**config.mk**
```make
export PLATFORM = sky130hd
export DESIGN_NAME = fetch_unit
export DESIGN_NICKNAME = d
export VERILOG_FILES = /design/src/rtl/fetch_unit.sv
export SDC_FILE = /design/constraint.sdc
export NUM_CORES = 1
export LEC_CHECK = 0
export BUFFER_PORTS_ARGS = -buffer_cell sky130_fd_sc_hd__buf_2
export CORE_ASPECT_RATIO = 0.5
export CORE_MARGIN = 1.5
export CORE_UTILIZATION = 30
export CTS_CLUSTER_DIAMETER = 50
export DETAILED_ROUTE_END_ITERATION = 10
export MAX_ROUTING_LAYER = met4
export PLACE_DENSITY = 0.58
export SETUP_SLACK_MARGIN = 0.2
export SYNTH_ARGS = -nofsm -noshare
export SYNTH_HDL_FRONTEND = slang
export SYNTH_SLANG_ARGS = --single-unit
```
**constraint.sdc**
```tcl
create_clock -name clk -period 3.2 [get_ports clk]
set_input_delay 0.8 -clock clk [delete_from_list [all_inputs] [get_ports clk]]
set_output_delay 0.8 -clock clk [all_outputs]
set_load 0.1 [all_outputs]
```
**src/rtl/fetch_unit.sv**
```systemverilog
// Program counter, instruction register and memory data register for the CPU fetch stage.
// Also holds the halt latch and a saturating count of loaded instructions.
module fetch_unit #(
    parameter int unsigned ADDR_W = 5,
    parameter int unsigned DATA_W = 8,
    parameter int unsigned CNT_W  = 16
) (
    input  logic              clk,
    input  logic              rst,
    input  logic              sel,
    input  logic              rd,
    input  logic              ld_ir,
    input  logic              halt,
    input  logic              inc_pc,
    input  logic              ld_pc,
    input  logic              resume,
    input  logic [DATA_W-1:0] mem_data,
    output logic [ADDR_W-1:0] addr,
    output logic [2:0]        opcode,
    output logic [ADDR_W-1:0] operand,
    output logic [DATA_W-1:0] mdr,
    output logic [ADDR_W-1:0] pc,
    output logic              halted,
    output logic [CNT_W-1:0]  instr_count
);

    logic [ADDR_W-1:0] r_pc;
    logic [DATA_W-1:0] r_ir;
    logic [DATA_W-1:0] r_mdr;
    logic              r_halted;
    logic [CNT_W-1:0]  r_cnt;

    logic [ADDR_W-1:0] w_pc_nxt;
    logic [DATA_W-1:0] w_ir_nxt;
    logic [CNT_W-1:0]  w_cnt_nxt;
    logic              w_halted_nxt;
    logic [ADDR_W-1:0] w_operand;

    assign w_operand = r_ir[ADDR_W-1:0];

    // Strobe priority: ld_pc over ld_ir over inc_pc; nothing moves while halted.
    always_comb begin
        w_pc_nxt     = r_pc;
        w_ir_nxt     = r_ir;
        w_cnt_nxt    = r_cnt;
        w_halted_nxt = r_halted;
        if (!r_halted) begin
            if (ld_pc) begin
                w_pc_nxt = w_operand;
            end else if (ld_ir) begin
                w_ir_nxt = r_mdr;
                w_pc_nxt = r_pc + ADDR_W'(1);
                if (r_cnt != {CNT_W{1'b1}}) begin
                    w_cnt_nxt = r_cnt + CNT_W'(1);
                end
            end else if (inc_pc) begin
                w_pc_nxt = r_pc + ADDR_W'(1);
            end
        end
        if (halt) begin
            w_halted_nxt = 1'b1;
        end else if (resume) begin
            w_halted_nxt = 1'b0;
        end
    end

    always_ff @(posedge clk) begin
        if (rst) begin
            r_pc     <= '0;
            r_ir     <= '0;
            r_mdr    <= '0;
            r_halted <= 1'b0;
            r_cnt    <= '0;
        end else begin
            r_pc     <= w_pc_nxt;
            r_ir     <= w_ir_nxt;
            r_halted <= w_halted_nxt;
            r_cnt    <= w_cnt_nxt;
            // MDR is a passive capture and ignores the halt latch.
            if (rd) begin
                r_mdr <= mem_data;
            end
        end
    end

    assign addr        = sel ? r_pc : w_operand;
    assign opcode      = r_ir[DATA_W-1:DATA_W-3];
    assign operand     = w_operand;
    assign mdr         = r_mdr;
    assign pc          = r_pc;
    assign halted      = r_halted;
    assign instr_count = r_cnt;

endmodule
```
* Word-level counts from Yosys, hierarchy flattened
Cells that the tools add are included.
** Word-level totals
- Register bits after elaboration :: 38
- Logic and storage cells :: 21
- Output and inout bits :: 43
** Operators by class
- Eq/ne operators :: 1
- Mux-type cells :: 6
- Add/sub/neg operators :: 2
- Bitwise gates (word level) :: 2
- Reductions and logical operators :: 5
** Operators by type and width (count)
- $mux W5 :: 4
- $add A16 B1 Y16 const B :: 1
- $ne A16 B16 Y1 const B :: 1
- $add A5 B1 Y5 const B :: 1
- $reduce_and A4 Y1 :: 1
- $reduce_and A3 Y1 :: 1
- $reduce_bool A3 Y1 :: 1
- $mux W1 :: 2
- $not A1 Y1 :: 2
- $reduce_and A2 Y1 :: 1
- $reduce_bool A2 Y1 :: 1

* Longest topological paths before layout
- Word-level depth :: 4
- Mapped depth :: 5
- Mapped depth without buffers :: 5

* Worst setup path after synthesis
OpenSTA, ideal clock, no wires.
- Path kind :: reg-to-reg
- Start point :: reg r_cnt[0], in the netlist instr_count[0]
- End point :: reg r_cnt[12], in the netlist instr_count[12]
- Path slack :: 681 ps
- Clock period less this slack :: 2519 ps
- Required time :: 3079 ps
- Stages on the path, launching flop included :: 6
- Setup time :: 121 ps
- Path buffers :: 0
- Data arrival time :: 2398 ps
- Cell sequence :: dfxtp_1 ha_1 and4_1 nand4_1 nor4b_1 mux2_2
** Between the ends
- Word-level cells in the longest chain between the ends :: 2
- Elaborated cells on any way between the ends :: 3
** Ends and longest elaborated chain
- from (decl) :: RTL line 31 : logic [CNT_W-1:0] r_cnt;
- from (signal assigned) :: RTL line 78 : r_cnt <= w_cnt_nxt;
- branches (longest 2 deep; another with $add A16 B1 Y16)
Several ways; the timed one is not identified.
A chain may end at the register's enable or synchronous reset.

* Worst setup path in the final report
- Start point :: in sel
- End point :: out addr[4]
** Between the ends
- Word-level cells in the longest chain between the ends :: 1
** Ends and longest elaborated chain
- from (decl) :: RTL line 10 : input logic sel,
- $mux W5 :: RTL line 86 : assign addr = sel ? r_pc : w_operand;
- to (decl) :: RTL line 18 : output logic [ADDR_W-1:0] addr,
Every way passes these cells.

==> reports/metrics.csv <==
metric,value,unit
vias in the first global route,1558,
Max clock buf depth,2,
Post-synth top cells,"dfxtp_1 (38), nand2_1 (25), a21oi_1 (23)",
largest net degree at the start of global routing,43,
Die Span X,112,um
routed wl met2,2100,um
Post-Layout Cell Count,336,
critical path startpoint category,input port,
Post-Syn Area,1770,um2
crit share post-route,0.749,
Post-Place Cells,328,
CTS Buf Count,5,
Tmin final,2400,ps
overall track demand over capacity in global routing,0.148,
Placer Congestion,0.754,
Fill cells,593,
I/O Pins,60,
max-cap violations,0,
maximum VDD drop,0.000240,V
Mapped Cells,204,
Yosys reg bits,38,
maximum clock frequency,417,MHz
WL/cell,13.1,um
Slew HR,0.492,
post-synth top area cell,dfxtp_1,
"Slew Viols, Final",0,
power per cell area,518,nW/um2
CTS tree,done,
share of cells above drive strength 1,0.304,
Die H,57.3,um
P&R area growth vs syn,29.0,%
ys async rst share,0,
DP HPWL,3150,um
Vias,1699,
"Reg clk slew, reported paths",60,ps
met3 wire length,154,um
DRC violations left,0,
synth warn,0,
Worst Hold Class,flip-flop to flip-flop,
"Core Util, Final",0.408,
final hold violation count,0,
synth unique cells,37,
crit end category,output pin,
initial antenna violation count,0,
synth top area cells,"dfxtp_1 (43%), a21oi_1 (6.5%), nand2_1 (5.3%)",
outcome,"finished, final reports clean",
"Top FF cell, synth",dfxtp_1,
RSZ-0062 raised after global routing,no,
register area,761,um2
first-pass GRT wire length,7290,um
DR iter-0 viols,66,
worst slew pin tran,762,ps
row count,19,
Crit Path Max Fanout,5,
"Net Count, Synth",223,
hold buffers post-CTS,0,
CTS H-tree depth,2,
Met1 Wirelength,2090,um
Worst-Skew Late Latency,280,ps
DR vias/cell,5.06,
"Data arrival, critical path",1600,ps
diode count,0,
Clock Skew,3.53,ps
# nets final,281,
Congestion Overflow GR,0,
top-count cell post-synth,dfxtp_1,
Crit Path Category,input port to output pin,
Die Area,6390,um2
"EDFF count, synth",0,
final setup vio count,0,
Routed WL,4400,um
Root Driver,clkbuf_16,
setup TNS,0,ps
Tot Pwr,0.00118,W
Post-CTS Setup Repair Bufs,0,
initial core utilization,0.316,
Post-CTS Resized,0,
top cell type's share of synthesized area,0.431,
uppermost routed layer,met4,
Port Buf Inserts,59,
CTS sink count,38,
Multi-input gate area,958,um2
Syn Area/Cell,8.66,um2
P_leak,1.01,nW
remaining antenna violation count,0,
drt pass-1 iters,4,
WP data required,2400,ps
"Seq/Total Area, Yosys",0.431,
core box area,5590,um2
-- through the flow --
step / instance area, um2 / hold WS [ps] / worst slack (ps)
after floorplan: 1770 / 887 / 681
after global placement: 2130 / 447 / 765
after detailed placement: 2130 / 452 / 712
after CTS: 2280 / 460 / 800
after global routing: 2280 / 473 / 774
final: 2280 / 459 / 805
-- path summary, 6_finish.rpt --
path                                     start               to  slack (ps)  cells after the start
worst max-delay path                       sel          addr[4]         800                      3
worst min-delay path                   r_ir[5]          r_ir[5]         460                      2
worst min register to register         r_ir[5]          r_ir[5]         460                      2
worst max register to register  instr_count[0]  instr_count[12]        1250                      5
-- sequential cells by signal (all words and copies together) (netlist names) --
register	count
halted	1
r_ir	8
mdr	8
instr_count	16
pc	5
-- metal layers --
layer  GRT usage  vias up
met5           -        -
met4      0.0597        0
met3      0.0404        4
met2       0.241       23
met1       0.176      812
li1            -      860
-- where the power goes --
part	internal (W)	leakage (nW)	total [W]	switching, W
Clock	0.000308	0.0729	0.000499	0.000191
Sequential	0.000486	0.309	0.000498	0.0000125
Combinational	0.0000365	0.630	0.000184	0.000148
Total	0.000831	1.01	0.00118	0.000351
-- cell families after synthesis --
family / synth area share
simple gates: 0.257
mux: 0.108
buf+inv: 0.0297
fa+ha+maj: 0.0142
flops: 0.431
compound gates: 0.160
-- critical path, stage by stage --
cell and delay (ps):
buf_2 150, mux2_2 350, buf_2 290
-- layout by cell type, fill, tap and decap left out, types with 3 or more instances in the layout --
| cell type | n |
|---|---|
| nor3_1 | 4 |
| mux2i_1 | 9 |
| or3_1 | 3 |
| dfxtp_1 | 38 |
| mux2_2 | 8 |
| a31oi_1 | 3 |
| and4_1 | 6 |
| nand2_1 | 25 |
| o21ai_0 | 6 |
| nand4_1 | 3 |
| buf_2 | 59 |
| nor2b_1 | 4 |
| and3_1 | 4 |
| nand3_1 | 7 |
| a211oi_1 | 5 |
| o31ai_1 | 3 |
| a21oi_1 | 23 |
| clkbuf_16 | 5 |
| nor2_1 | 19 |
-- layout make-up --
type                    instances  area share
multi-input cells             154       0.420
clock inverters                 2     0.00549
repair buffers                 61       0.136
flip-flops and latches         38       0.334
inverters                       2     0.00329
clock buffers                   6      0.0609
well taps                      73      0.0401
No activity file was read; power rests on OpenSTA's default activity.
